File: src/rtl/uart_pkg.sv
// Shared UART definitions: receiver state encoding and line-level constants
// also used by the transmit FSM.
package uart_pkg;

  typedef enum logic [2:0] {
    IDLE,
    START,
    DATA,
    STOP,
    WAIT_HIGH
  } uart_rx_state_t;

  localparam logic START_BIT  = 1'b0;
  localparam logic STOP_BIT   = 1'b1;
  localparam logic IDLE_LEVEL = 1'b1;

endpackage

File: src/rtl/sync_2ff.sv
// Two-flop synchronizer for a single asynchronous input. Both flops reset to
// RESET_VAL so the synchronized line comes out of reset at its idle level.
module sync_2ff #(
  parameter logic RESET_VAL = 1'b1
) (
  input  logic clk,
  input  logic rst,
  input  logic d,
  output logic q
);

  logic meta;

  // NOTE: sequential state uses non-blocking assignments so every flop samples pre-edge values.
  always_ff @(posedge clk) begin
    if (rst) begin
      meta <= RESET_VAL;
      q    <= RESET_VAL;
    end else begin
      meta <= d;
      q    <= meta;
    end
  end

endmodule

File: src/rtl/uart_rx_deframer.sv
// UART receive deframer: mid-bit sampling of start/data/stop bits, framing
// check, and a valid/ready byte interface with overrun detection.
module uart_rx_deframer
  import uart_pkg::*;
#(
  parameter int CLKS_PER_BIT = 5208,
  parameter int DATA_BITS    = 8
) (
  input  logic                 clk,
  input  logic                 rst,
  input  logic                 rx_serial,
  input  logic                 rx_ready,
  output logic [DATA_BITS-1:0] rx_data,
  output logic                 rx_valid,
  output logic                 framing_err,
  output logic                 overrun,
  output logic                 busy
);

  localparam int CW = $clog2(CLKS_PER_BIT);
  localparam int IW = (DATA_BITS > 1) ? $clog2(DATA_BITS) : 1;
  localparam logic [CW-1:0] HALF_M1 = CW'(CLKS_PER_BIT / 2 - 1);
  localparam logic [CW-1:0] FULL_M1 = CW'(CLKS_PER_BIT - 1);
  localparam logic [IW-1:0] LAST_BIT = IW'(DATA_BITS - 1);

  uart_rx_state_t         state, state_next;
  logic [CW-1:0]          cnt;
  logic [IW-1:0]          bit_idx;
  logic [DATA_BITS-1:0]   shift_reg;
  logic                   rx_s;
  logic                   sample;

  sync_2ff #(.RESET_VAL(IDLE_LEVEL)) u_sync (
    .clk (clk),
    .rst (rst),
    .d   (rx_serial),
    .q   (rx_s)
  );

  // NOTE: defaults first so every path assigns every output and no latch is inferred.
  always_comb begin
    state_next = state;
    sample     = 1'b0;
    unique case (state)
      IDLE: begin
        if (rx_s == START_BIT) state_next = START;
      end
      START: begin
        if (cnt == HALF_M1) begin
          sample     = 1'b1;
          state_next = (rx_s == START_BIT) ? DATA : IDLE;
        end
      end
      DATA: begin
        if (cnt == FULL_M1) begin
          sample = 1'b1;
          if (bit_idx == LAST_BIT) state_next = STOP;
        end
      end
      STOP: begin
        if (cnt == FULL_M1) begin
          sample     = 1'b1;
          state_next = (rx_s == STOP_BIT) ? IDLE : WAIT_HIGH;
        end
      end
      WAIT_HIGH: begin
        if (rx_s == IDLE_LEVEL) state_next = IDLE;
      end
      default: state_next = IDLE;
    endcase
  end

  always_ff @(posedge clk) begin
    if (rst) begin
      state       <= IDLE;
      cnt         <= '0;
      bit_idx     <= '0;
      shift_reg   <= '0;
      rx_data     <= '0;
      rx_valid    <= 1'b0;
      framing_err <= 1'b0;
      overrun     <= 1'b0;
    end else begin
      state       <= state_next;
      framing_err <= 1'b0;
      overrun     <= 1'b0;

      // Counter restarts on every state change and at every sample point.
      if (state_next != state || sample || state == IDLE) cnt <= '0;
      else                                                cnt <= cnt + CW'(1);

      if (state == DATA && sample) begin
        shift_reg <= {rx_s, shift_reg[DATA_BITS-1:1]};
        bit_idx   <= (bit_idx == LAST_BIT) ? '0 : bit_idx + IW'(1);
      end else if (state == IDLE) begin
        bit_idx <= '0;
      end

      if (rx_valid && rx_ready) rx_valid <= 1'b0;

      // A completing byte overrides a same-cycle acceptance.
      if (state == STOP && sample) begin
        if (rx_s == STOP_BIT) begin
          rx_data  <= shift_reg;
          rx_valid <= 1'b1;
          if (rx_valid && !rx_ready) overrun <= 1'b1;
        end else begin
          framing_err <= 1'b1;
        end
      end
    end
  end

  assign busy = (state != IDLE);

endmodule
File: config.mk
export PLATFORM = sky130hd
export DESIGN_NAME = uart_rx_deframer
export DESIGN_NICKNAME = d
export VERILOG_FILES = /design/src/rtl/uart_pkg.sv /design/src/rtl/sync_2ff.sv /design/src/rtl/uart_rx_deframer.sv
export SDC_FILE = /design/constraint.sdc
export NUM_CORES = 1
export LEC_CHECK = 0
export CELL_PAD_IN_SITES_DETAIL_PLACEMENT = 1
export CELL_PAD_IN_SITES_GLOBAL_PLACEMENT = 1
export CORE_MARGIN = 2
export CORE_UTILIZATION = 42
export DETAILED_ROUTE_END_ITERATION = 10
export HOLD_SLACK_MARGIN = 0.06
export PLACE_DENSITY_LB_ADDON = 0.1
export SYNTH_ARGS = -nofsm -noshare
export SYNTH_HDL_FRONTEND = slang
export SYNTH_HIERARCHICAL = 1
export SYNTH_SLANG_ARGS = --single-unit
File: constraint.sdc
create_clock -name clk -period 1.7 [get_ports clk]
set_input_delay 0.255 -clock clk [delete_from_list [all_inputs] [get_ports clk]]
set_output_delay 0.255 -clock clk [all_outputs]
set_load 0.01 [all_outputs]
**After elaboration in Yosys (flattened, before gate mapping)**

Cells that the tools add are included.

- Bitwise logic cells: 2
- Eq/ne operators: 8
- Reduce and logical (&&, ||, !) cells: 15
- Multiplexer cells: 20
- Add/sub/neg operators: 2

Operators with widths:

| kind | number |
|---|---|
| 2-to-1 mux 3 bit | 10 |
| case mux 3 bit (5 select lines) | 1 |
| adder 13 x 1 -> 13 bit, second input constant | 1 |
| == test 13 x 12 -> 1 bit, second input constant | 1 |
| == test 13 bit, second input constant | 1 |
| 2-to-1 mux 1 bit | 7 |
| == test 3 x 2 -> 1 bit, second input constant | 2 |
| == test 3 bit, second input constant | 2 |
| OR reduction 2 bit | 3 |
| logical AND 1 bit | 4 |
| adder 3 x 1 -> 3 bit, second input constant | 1 |
| == test 3 x 1 -> 1 bit, second input constant | 1 |
| zero test 3 bit | 1 |
| inequality test 3 bit | 1 |
| nonzero test 3 bit | 1 |
| OR reduction 3 bit | 1 |
| logical OR 1 bit | 2 |
| 2-to-1 mux 2 bit | 1 |
| inverter 1 bit | 2 |
| case mux 1 bit (2 select lines) | 1 |
| AND reduction 2 bit | 1 |
| nonzero test 2 bit | 1 |
| zero test 1 bit | 1 |

- Bits in registers: 40
- Output and inout port bits: 12
- Word-level logic and storage cells: 57

**Depth between registers and ports, before layout**

- Depth after elaboration: 8
- Depth in mapped cells: 7

**Cells and area by module**

The synthesis kept the hierarchy.

Modules (own cells, without submodules):

| module | instances | sequential area each (µm²) | area each (µm²) | cells each |
|---|---|---|---|---|
| uart_rx_deframer | 1 | 760.7 | 1680.4 | 194 |
| sync_2ff | 1 | 40.0 | 52.6 | 4 |

**Worst setup path before layout**

Ideal clock, no wire load.

- Path type: reg2reg
- From: reg cnt[0]
- To: reg cnt[12]
- Buffers on the path: 2
- Setup slack: 0.201 ns
- Library setup time: 0.115 ns
- Cell stages (with the launch flop): 8
- Arrival time: 1.385 ns
- Cells stage by stage: dfxtp_1 > ha_1 > and4_1 > nand4_1 > buf_2 > o211ai_2 > buf_6 > nor2_1

- Word-level cells in the longest chain between the ends: 7
- Elaborated cells on any way between the ends: 14
- Those cells by class: 1 x add/sub; 3 x eq/ne; 7 x mux; 3 x reduce/logical

RTL lines:

| item | RTL line | text |
|---|---|---|
| start: declaration | uart_rx_deframer.sv:27 | `logic [CW-1:0] cnt;` |
| start signal: assignment | uart_rx_deframer.sv:90 | `else cnt <= cnt + CW'(1);` |
| == test 13 bit or == test 13 x 12 -> 1 bit (tied branches) | uart_rx_deframer.sv:55, uart_rx_deframer.sv:61, uart_rx_deframer.sv:49 |  |
| 2-to-1 mux 3 bit, on equally long branches | uart_rx_deframer.sv:61, uart_rx_deframer.sv:49, uart_rx_deframer.sv:55 |  |
| case mux 3 bit (5 select lines) | uart_rx_deframer.sv:44 | `unique case (state)` |
| inequality test 3 bit | uart_rx_deframer.sv:89 | `if (state_next != state \|\| sample \|\| state == IDLE) cnt <= '0;` |
| logical OR 1 bit (2 in series) | uart_rx_deframer.sv:89 |  |
| OR reduction 2 bit (no source line) | -- |  |

Parallel ways exist; a longest one is shown, timed or not.
A chain may end at the register's enable or synchronous reset.

**Worst setup path in the final report**

- From: reg cnt[1]
- To: reg cnt[3]

The elaborated chain is that of the path after synthesis.

==> results.yml <==
synthesis:
  yosysTopAreaCell: "dfxtp_1"
  avgSynthCellArea_sq_um: 8.75
  yosysUniqueCellTypes: 38
  synth_top_area_share_pct: 46.2
  synthCells: 198
  synth_area_leaders: "dfxtp_1 46%, nand3_1 7.2%, a21oi_1 5.5%, o21ai_0 4.6%, xnor2_1 4.5%"
  ys_seq_area_share_pct: 46.2
  synth_nets: 205
  ys_ff_latch: 40
  synth_area_sq_um: 1730
  yosysWarnings: 6
cts:
  clockRootBuffer: "clkbuf_8"
  cts_tree: "built"
  clk-insertion-delay-late_ps: 290
  hold_buffers: 0
  clk_pin_slew_worst_paths_ps: 70
  h-tree-depth: 2
  cts_buffers: 5
  cts_sinks: 40
  clockBufferDepth: 2
die:
  initial_core_util_pct: 43.6
  coreArea_sq_um: 3970
  die_w_um: 68.2
  die_area_sq_um: 4660
  die_h_um: 68.2
  row_count: 23
  io_pins: 16
run:
  max-cap-violations: 0
setup_path:
  critPathCaptureType: "flip-flop"
  cp.arrival_ps: 1800
  startpoint: "cnt[1]"
  worstSetupPathType: "flip-flop to flip-flop"
  worst_setup_path_start_kind: "flip-flop"
  cp_data_required_time_ps: 1880
  crit_fanout: 13
  r2r_start: "cnt[1]"
placement:
  place_inst: 262
  dpl.hpwl_mm: 2.90
  place.gp.congestion: 0.815
  pre_cts_slack_ps: -42.8
  placed_area_sq_um: 1990
  io_buffers: 15
final_layout:
  largest_reg_flops: 13
  num-nets-final: 235
  stdcell_area_sq_um: 2190
  layout.cells.non_filler: 279
  regArea_sq_um: 811
  area_growth_pct: 26.1
  drive_gt1_share_pct: 18.3
  final_util_pct: 55.0
  fillCellCount: 481
  multi_input_area_sq_um: 861
  antenna_cells: 0
detailed_routing:
  vias: 1562
  dr.pass1.iters: 4
  via_per_inst: 5.60
  totalWireLength_mm: 4.42
  avgRoutedWirePerCell_um: 15.8
  ant_nets: 0
  drc: 0
  drt-initial-drc-count: 101
timing:
  finalSetupViolations: 0
  fin_ws_ps: 80.4
  maxSlewViolCount: 0
  period_share_pct: 95.3
  hold_violations: 0
  relSlewSlack_pct: 72.6
  final.min_clock_period_ps: 1620
  finClkSkew_ps: 4.83
  holdWs_ps: 419
  fin_setup_tns_ps: 0
  max_freq_ghz: 0.617
  worstMarginPinSlew_ps: 410
grt:
  grt_pass1_wl_mm: 6.87
  grt_antenna_before_repair: 0
  grt_overflow: 0
  grt_pass1_vias: 1461
  grt_max_degree: 28
  grt_use_total_pct: 20.1
power:
  powerDensity_nw_per_um2: 759
  total_power_mw: 1.66
  p_leak_nw: 0.718
  ir_drop_uv: 380
worst_hold_path:
  hp-start: "u_sync/meta"
  worstHoldPathType: "flip-flop to flip-flop"
outcome:
  outcome: "finished, final reports clean"
[cells by family (layout without fill, tap and decap cells)]
| kind of cell | count (synthesis) | after routing | synth area share, % |
|---|---|---|---|
| and+or+nand+nor | 82 | 82 | 26.0 |
| buffers and inverters | 19 | 50 | 5.63 |
| xor gates and xnor gates | 11 | 11 | 5.56 |
| adders and majority gates | 3 | 3 | 2.17 |
| DFF | 40 | 40 | 46.2 |
| AOI/OAI and AO/OA | 43 | 43 | 14.4 |
[per-layer routing]
metal / track usage (%) / routed length, um / vias to the layer above
met1: 27.2 / 2110 / 763
met3: 5.10 / 140 / 6
met4: 7.00 / 59 / 0
li1: - / - / 763
met2: 31.1 / 2110 / 30
met5: 0 / 0 / -
[cell type report]
cell class	count	area share, %
multi-input combinational	139	39.4
sequential	40	37.1
timing repair buffer	36	15.5
clock buffer	8	4.12
tap	50	2.86
inverter	6	1.03
[cells in the final DEF, fill, tap and decap left out, types with 6 or more instances in the layout]
cell and n:
a21oi_1 19, buf_4 17, clkbuf_8 6, clkdlybuf4s50_1 14, dfxtp_1 34, nand3_1 25, nand4_1 8, nor2_1 20
nor3_1 7, o21ai_0 14, xnor2_1 9
[worst max-delay path, stage by stage (launching register included)]
cell,delay (ps)
dfxtp_2,360
ha_4,160
and4_4,260
nand4_1,220
buf_4,220
o211ai_2,80
buf_12,160
nor2_1,50
[final timing paths]
check	cells past startpoint	slack, ps	to
hold / removal	1	420	u_sync/q
hold reg to reg	1	420	u_sync/q
setup / recovery	7	80	cnt[3]
setup reg to reg	7	80	cnt[3]
[Yosys cell counts, drive strengths merged]
master	number
nand2	5
o211ai	3
nand3b	1
buf	7
ha	3
dfxtp	40
xnor2	9
and4bb	1
and4	2
nor4b	3
o2bb2a	1
nor2b	1
or3	2
nand2b	1
a211oi	1
a21boi	1
clkinv	1
a311oi	1
or2b	1
or2	2
a21oi	19
inv	5
o21ai	16
o41ai	1
clkbuf	6
nor2	20
and3	1
nor4	1
xor2	2
nand4	8
nor3	8
nand3	25
[power breakdown]
| group | leakage [nW] | internal [mW] | switching (mW) |
|---|---|---|---|
| Clock | 0.0455 | 0.331 | 0.316 |
| Sequential | 0.326 | 0.939 | 0.00380 |
| Combinational | 0.346 | 0.0276 | 0.0418 |
| Total | 0.718 | 1.30 | 0.361 |
[timing repair]
item / 4_1_cts / 5_1_grt
resized for setup: 9 / 11
setup buffers: 1 / 6
endpoints found under the setup margin: 13 / 14
gates cloned: 0 / 2
pin swaps: 1 / 7
Power figures use the tool's default switching activity.
